`src/rtl/sieve_prime_reader.sv`:
```
// Scans the boolean sieve RAM from 2..max_prime and streams each unmarked index as a prime.
// Latency: 2 cycles per composite entry, 3+ per prime; stalls in EMIT until prime_ready.
// Backpressure holds prime_value stable; SIEVE_CLEAR_ON_READ_EN clears each entry as it is read.
module sieve_prime_reader #(
  parameter int ADDR_W  = 10,
  parameter int COUNT_W = 8
) (
  input  logic               clock,
  input  logic               reset,
  input  logic               start_read,
  input  logic [ADDR_W-1:0]  max_prime,
  output logic [ADDR_W-1:0]  ram_rd_index,
  input  logic               ram_rd_data,
  output logic               ram_clr_wren,
  output logic               prime_valid,
  input  logic               prime_ready,
  output logic [ADDR_W-1:0]  prime_value,
  output logic [COUNT_W-1:0] prime_count,
  output logic               busy,
  output logic               done_reading
);

  typedef enum logic [2:0] {
    S_IDLE,
    S_FETCH,
    S_CHECK,
    S_EMIT,
    S_FINISH
  } state_t;

  state_t state_q, state_d;

  logic [ADDR_W-1:0]  index_q, index_d;
  logic [ADDR_W-1:0]  bound_q, bound_d;
  logic [ADDR_W-1:0]  rd_index_d;
  logic [ADDR_W-1:0]  value_d;
  logic [COUNT_W-1:0] count_d;
  logic               handshake;

  assign handshake    = (state_q == S_EMIT) && prime_ready;
  assign prime_valid  = (state_q == S_EMIT);
  assign busy         = (state_q != S_IDLE);
  assign done_reading = (state_q == S_FINISH);

  always_ff @(posedge clock) begin
    if (reset) begin
      state_q      <= S_IDLE;
      index_q      <= '0;
      bound_q      <= '0;
      ram_rd_index <= '0;
      prime_value  <= '0;
      prime_count  <= '0;
    end else begin
      state_q      <= state_d;
      index_q      <= index_d;
      bound_q      <= bound_d;
      ram_rd_index <= rd_index_d;
      prime_value  <= value_d;
      prime_count  <= count_d;
    end
  end

  // The RAM address is registered and loaded on entry to FETCH, so the read
  // issued during FETCH returns its data in CHECK.
  always_comb begin
    state_d    = state_q;
    index_d    = index_q;
    bound_d    = bound_q;
    rd_index_d = ram_rd_index;
    value_d    = prime_value;
    count_d    = prime_count;
    case (state_q)
      S_IDLE: begin
        rd_index_d = '0;
        if (start_read) begin
          bound_d = max_prime;
          index_d = ADDR_W'(2);
          count_d = '0;
          if (max_prime < ADDR_W'(2)) begin
            state_d = S_FINISH;
          end else begin
            state_d    = S_FETCH;
            rd_index_d = ADDR_W'(2);
          end
        end
      end
      S_FETCH: begin
        state_d = S_CHECK;
      end
      S_CHECK: begin
        if (!ram_rd_data) begin
          state_d = S_EMIT;
          value_d = index_q;
        end else if (index_q == bound_q) begin
          state_d = S_FINISH;
        end else begin
          state_d    = S_FETCH;
          index_d    = index_q + ADDR_W'(1);
          rd_index_d = index_q + ADDR_W'(1);
        end
      end
      S_EMIT: begin
        if (handshake) begin
          if (!(&prime_count)) count_d = prime_count + COUNT_W'(1);
          // Equality before increment keeps the index from wrapping at the top of the range.
          if (index_q == bound_q) begin
            state_d = S_FINISH;
          end else begin
            state_d    = S_FETCH;
            index_d    = index_q + ADDR_W'(1);
            rd_index_d = index_q + ADDR_W'(1);
          end
        end
      end
      S_FINISH: begin
        state_d    = S_IDLE;
        rd_index_d = '0;
      end
      default: begin
        state_d    = S_IDLE;
        rd_index_d = '0;
      end
    endcase
  end

`ifdef SIEVE_CLEAR_ON_READ_EN
  assign ram_clr_wren = ((state_q == S_CHECK) && ram_rd_data) || handshake;
`else
  assign ram_clr_wren = 1'b0;
`endif

endmodule

```
`config.mk`:
```
export PLATFORM = sky130hd
export DESIGN_NAME = sieve_prime_reader
export DESIGN_NICKNAME = d
export VERILOG_FILES = /design/src/rtl/sieve_prime_reader.sv
export SDC_FILE = /design/constraint.sdc
export NUM_CORES = 1
export LEC_CHECK = 0
export ABC_CLOCK_PERIOD_IN_PS = 3400
export CORE_MARGIN = 2
export CORE_UTILIZATION = 30
export CTS_CLUSTER_SIZE = 40
export DETAILED_ROUTE_END_ITERATION = 8
export GPL_ROUTABILITY_DRIVEN = 0
export PLACE_DENSITY = 0.51
export SETUP_SLACK_MARGIN = 0.15
export SYNTH_ARGS = -nofsm -noshare
export SYNTH_HDL_FRONTEND = slang
export SYNTH_SLANG_ARGS = --single-unit
```
`constraint.sdc`:
```
create_clock -name clock -period 3.4 [get_ports clock]
set_clock_uncertainty 0.05 [all_clocks]
set_input_delay 0.51 -clock clock [delete_from_list [all_inputs] [get_ports clock]]
set_output_delay 0.51 -clock clock [all_outputs]
set_load 0.02 [all_outputs]
```
-- Word-level counts from Yosys, hierarchy flattened
Cells that the tools add are included.
- register bits after elaboration: 51
- input port bits: 15
- output and inout bits: 32
- equality and inequality tests: 9
- $add $sub $neg: 2
- bitwise logic cells: 2
- reductions and logical operators: 12
- muxes and demuxes: 21
- order comparisons: 1
- operators by type and width (kind ; count):
    2-to-1 mux 10 bit ; 7
    one-hot mux 10 bit (4 select lines) ; 1
    one-hot mux 10 bit (3 select lines) ; 1
    2-to-1 mux 8 bit ; 3
    one-hot mux 8 bit (2 select lines) ; 1
    2-to-1 mux 3 bit ; 5
    one-hot mux 3 bit (4 select lines) ; 1
    adder 10 x 1 -> 10 bit (second input constant) ; 1
    equality test 10 bit ; 1
    < comparator 10 x 2 -> 1 bit (second input constant) ; 1
    adder 8 x 1 -> 8 bit (second input constant) ; 1
    AND reduction 4 bit ; 2
    AND reduction 8 bit ; 1
    equality test 3 x 2 -> 1 bit (second input constant) ; 2
    inequality test 2 bit (second input constant) ; 3
    AND reduction 2 bit ; 3
    nonzero test 3 bit ; 2
    2-to-1 mux 2 bit ; 2
    equality test 3 x 1 -> 1 bit (second input constant) ; 1
    equality test 3 bit (second input constant) ; 1
    zero test 3 bit ; 1
    AND reduction 3 bit ; 1
    inequality test 2 x 1 -> 1 bit (second input constant) ; 1
    NOT 1 bit ; 2
    2 further kinds ; 2

-- Depth between registers and ports, before layout
- depth after elaboration: 4
- depth in mapped cells: 7
- mapped depth without buffers: 5

-- Least setup slack after synthesis
Ideal clock, no wire load.
- path type: in2reg
- from: in start_read
- to: reg prime_count[7]
- library setup time: 70 ps
- arrival time: 1788 ps
- path buffers: 0
- setup slack: 1492 ps
- stages on the path: 5
- cell sequence: or3b_4 > a21oi_4 > nand2_4 > or4_1 > a21oi_1
- word-level cells in the longest chain between the ends: 2
- RTL lines (element ; line ; RTL):
    from (decl) ; 10 ; input logic start_read,
    inequality test 2 bit (no line) ; n/a ;
    AND reduction 4 bit (no line) ; n/a ;
    to (signal assigned) ; 59 ; prime_count <= count_d;
    to (decl) ; 18 ; output logic [COUNT_W-1:0] prime_count,
No other way between the ends.
A chain may end at the register's enable or synchronous reset.

-- Worst setup path in the final report
- from: reg state_q[1]
- to: out prime_valid
- word-level cells in the longest chain between the ends: 1
- RTL lines (element ; line ; RTL):
    from (decl) ; 31 ; state_t state_q, state_d;
    from (signal assigned) ; 54 ; state_q <= state_d;
    equality test 3 x 2 -> 1 bit ; 41 ; assign prime_valid = (state_q == S_EMIT);
    to (decl) ; 15 ; output logic prime_valid,
No other way between the ends.

==> run metrics <==
Crit-path slowest cell=dfxtp_1; Post-DP Area=2960 um^2; Post-CTS Hold Fix Bufs=0; Reg2Reg Setup Slack=1.11 ns; DR WL/cell=13.4 um; met1 GRT Util=19.4%; async set-reset flop share out of synthesis=0%; synth warn=0; Post-synth top flop=dfxtp_1; worst-path cell chain=and3b_1 > clkdlybuf4s50_1; final slew viol count=0; router iterations before antenna repair=4; Die Ht=94.3 um; hold depth=2; power per cell area=406 nW/um^2; startpoint types=register; total global routing overflow=0; CP Depth=2; cell family with most CP delay=flip-flops; Comb power frac=18.0%; Post-synth EDFFs=0; synthesized cell area=2450 um^2; cell area after layout=3060 um^2; DRC Markers=0; Core ar.=7810 um^2; Tmin final=2.65 ns; RSZ-0062 raised after global routing=false; FF+latch area=1020 um^2; Avg Cell Area, Syn=8.30 um^2; total leakage power=1.10 nW; 1st-iter DRT viols=172; fillers=840; initial antenna violation count=0; fmax=0.378 GHz; setup bufs post-CTS=0; global-route wire length before repair=9.77 mm; Power, Total=1.24 mW; setup tns final=0 ns; Clk Latency, worst-skew pair=0.31 ns; row cnt=32; Hold Vio Cnt, Final=0; clock share of power=30.1%; Post-Route Utilization=39.2%; synth unique cells=49; gr usage total=13.9%; Slew @ Worst Pin=0.802 ns; drt total wl=5.80 mm; grt met2 use=21.9%; Reg2Reg Depth=5; vias in the first global route=1976; Worst Hold Class=register to register; CP Buf/Inv Count=1; DR vias/cell=4.89; pin count of the biggest net entering global routing=23; number of nets in the layout=348; area of the multi-input gates=1330 um^2; met3 Track Usage GR=2.89%; Vias=2122; TritonCTS Buffers=5; Net Switching=0.371 mW; CP endpoint kind=output pin; CTS tree=built; Die ar.=8900 um^2; remaining antenna violation count after routing=0; CTS root buf=clkbuf_8; worst vdd ir=0.141 mV; Antenna diodes=0; Syn-to-layout area delta=25.1%; CP Max Fanout=22; CP max stage delay=0.81 ns; Net Count, Synth=312; Clock transition at path regs=0.10 ns; WP data arrival=2.09 ns; setup violators final=0; Slew HR=46.4%; Net Sw Frac=29.8%; Cells after Synth=295; Resize count post-CTS=0; IO Count=47; P_int=0.873 mW; Starting Density=31.3%; Die Wd=94.3 um; Crit Path Category=register to output pin; Reg power frac=51.9%; Max Cap Violations=0; port bufs=45; period utilisation layout=77.8%; Sink Count=51; share of post-route cells with drive strength above 1=6.33%; final HPWL from detailed placement=4.29 mm; status=finished clean; post-synthesis sequential area ratio=41.7%; CTS Buffer Depth=2; worst path required time=2.84 ns; H-Tree Depth=2; grt peak-use layer=met2; number of synthesized register bits=51
-- placed cells by master (no fill, tap or decap), types with 7 or more instances in the layout --
cell type / instances
o2bb2ai_1: 10
dfxtp_1: 51
clkdlybuf4s50_1: 45
nand3_1: 11
a21oi_1: 30
nand4_1: 7
nor2_1: 15
nand2_1: 58
xor2_1: 16
and3_1: 7
-- cells in the mapped netlist, types with 2 or more instances --
master	count	area share (%)
and2_1	2	0.51
buf_1	2	0.31
mux2i_1	3	1.2
nand3b_1	2	0.61
and3_1	7	1.8
o2bb2ai_1	10	3.6
nand3_1	11	2.2
inv_1	4	0.61
o31ai_1	2	0.61
nand2_1	58	8.9
nand4_1	7	1.8
a21o_1	3	0.92
ha_1	2	1.0
nor3_1	5	1.0
clkbuf_1	10	1.5
a21oi_1	30	6.1
or4_1	2	0.61
nor2b_1	4	1.0
xnor2_1	4	1.4
o21a_1	2	0.61
xor2_1	16	5.7
nand2b_1	4	1.0
nor3_2	2	0.82
dfxtp_1	51	42
a31oi_1	6	1.5
o21ai_0	4	0.82
buf_2	5	1.0
and2_2	2	0.61
nor2_1	15	2.3
-- layer usage --
metal / part of all wire [%] / wire length (um) / up-vias
met5: 0 / 0 / -
met4: 1.2 / 68 / 0
met3: 3.4 / 199 / 8
met2: 45 / 2610 / 39
met1: 50 / 2930 / 968
li1: - / - / 1107
-- stage by stage --
| stage | worst slack [ns] | hold slack, ns | std cells |
|---|---|---|---|
| after floorplan | 1.49 | 0.398 | 295 |
| after global placement | 0.858 | 0.400 | 426 |
| after detailed placement | 0.852 | 0.399 | 426 |
| after CTS | 0.747 | 0.415 | 434 |
| after global routing | 0.661 | 0.438 | 434 |
| final | 0.755 | 0.410 | 434 |
-- final timing paths --
path,startpoint,endpoint
max,state_q[1]$_SDFFE_PP0P_,prime_valid
min,prime_value[4]$_SDFFE_PP0P_,prime_value[4]$_SDFFE_PP0P_
max reg2reg,index_q[4]$_SDFFE_PP0P_,ram_rd_index[0]$_SDFFE_PP0P_
min reg2reg,prime_value[4]$_SDFFE_PP0P_,prime_value[4]$_SDFFE_PP0P_
-- final cells by class --
| type | instances | area share (%) |
|---|---|---|
| multi-input combinational | 222 | 43.6 |
| sequential | 51 | 33.3 |
| timing repair buffer | 47 | 15.2 |
| tap | 102 | 4.17 |
| clock buffer | 6 | 2.70 |
| clock inverter | 2 | 0.531 |
| inverter | 4 | 0.490 |
-- cell families (layout without fill, tap and decap cells) --
| logic type | count (synthesis) | in the layout | share of synthesized area (%) |
|---|---|---|---|
| mux | 3 | 3 | 1.23 |
| fa+ha+maj | 2 | 2 | 1.02 |
| compound gates | 65 | 65 | 17.6 |
| flops | 51 | 51 | 41.7 |
| buf+inv | 22 | 59 | 3.78 |
| other cells | 1 | 1 | 0.153 |
| xor+xnor | 20 | 20 | 7.16 |
| simple gates | 131 | 131 | 27.4 |
-- power by group through the flow --
| stage | Combinational [mW] | Clock (mW) | Sequential (mW) |
|---|---|---|---|
| final | 0.224 | 0.374 | 0.646 |
| after global routing | 0.251 | 0.410 | 0.650 |
| after CTS | 0.226 | 0.387 | 0.646 |
| after detailed placement | 0.225 | 0 | 0.660 |
| after global placement | 0.226 | 0 | 0.660 |
| after floorplan | 0.166 | 0 | 0.648 |
-- flip-flops by register name (all words and copies together), names as in the netlist --
register and cells:
bound_q 10, index_q 10, prime_value 10, ram_rd_index 10, prime_count 8, state_q 3
-- worst min-delay path: stages (launching register included) --
cell and delay [ns]:
dfxtp_1 0.32, nand2_1 0.05, a21oi_1 0.05
No activity file was read; power rests on OpenSTA's default activity.
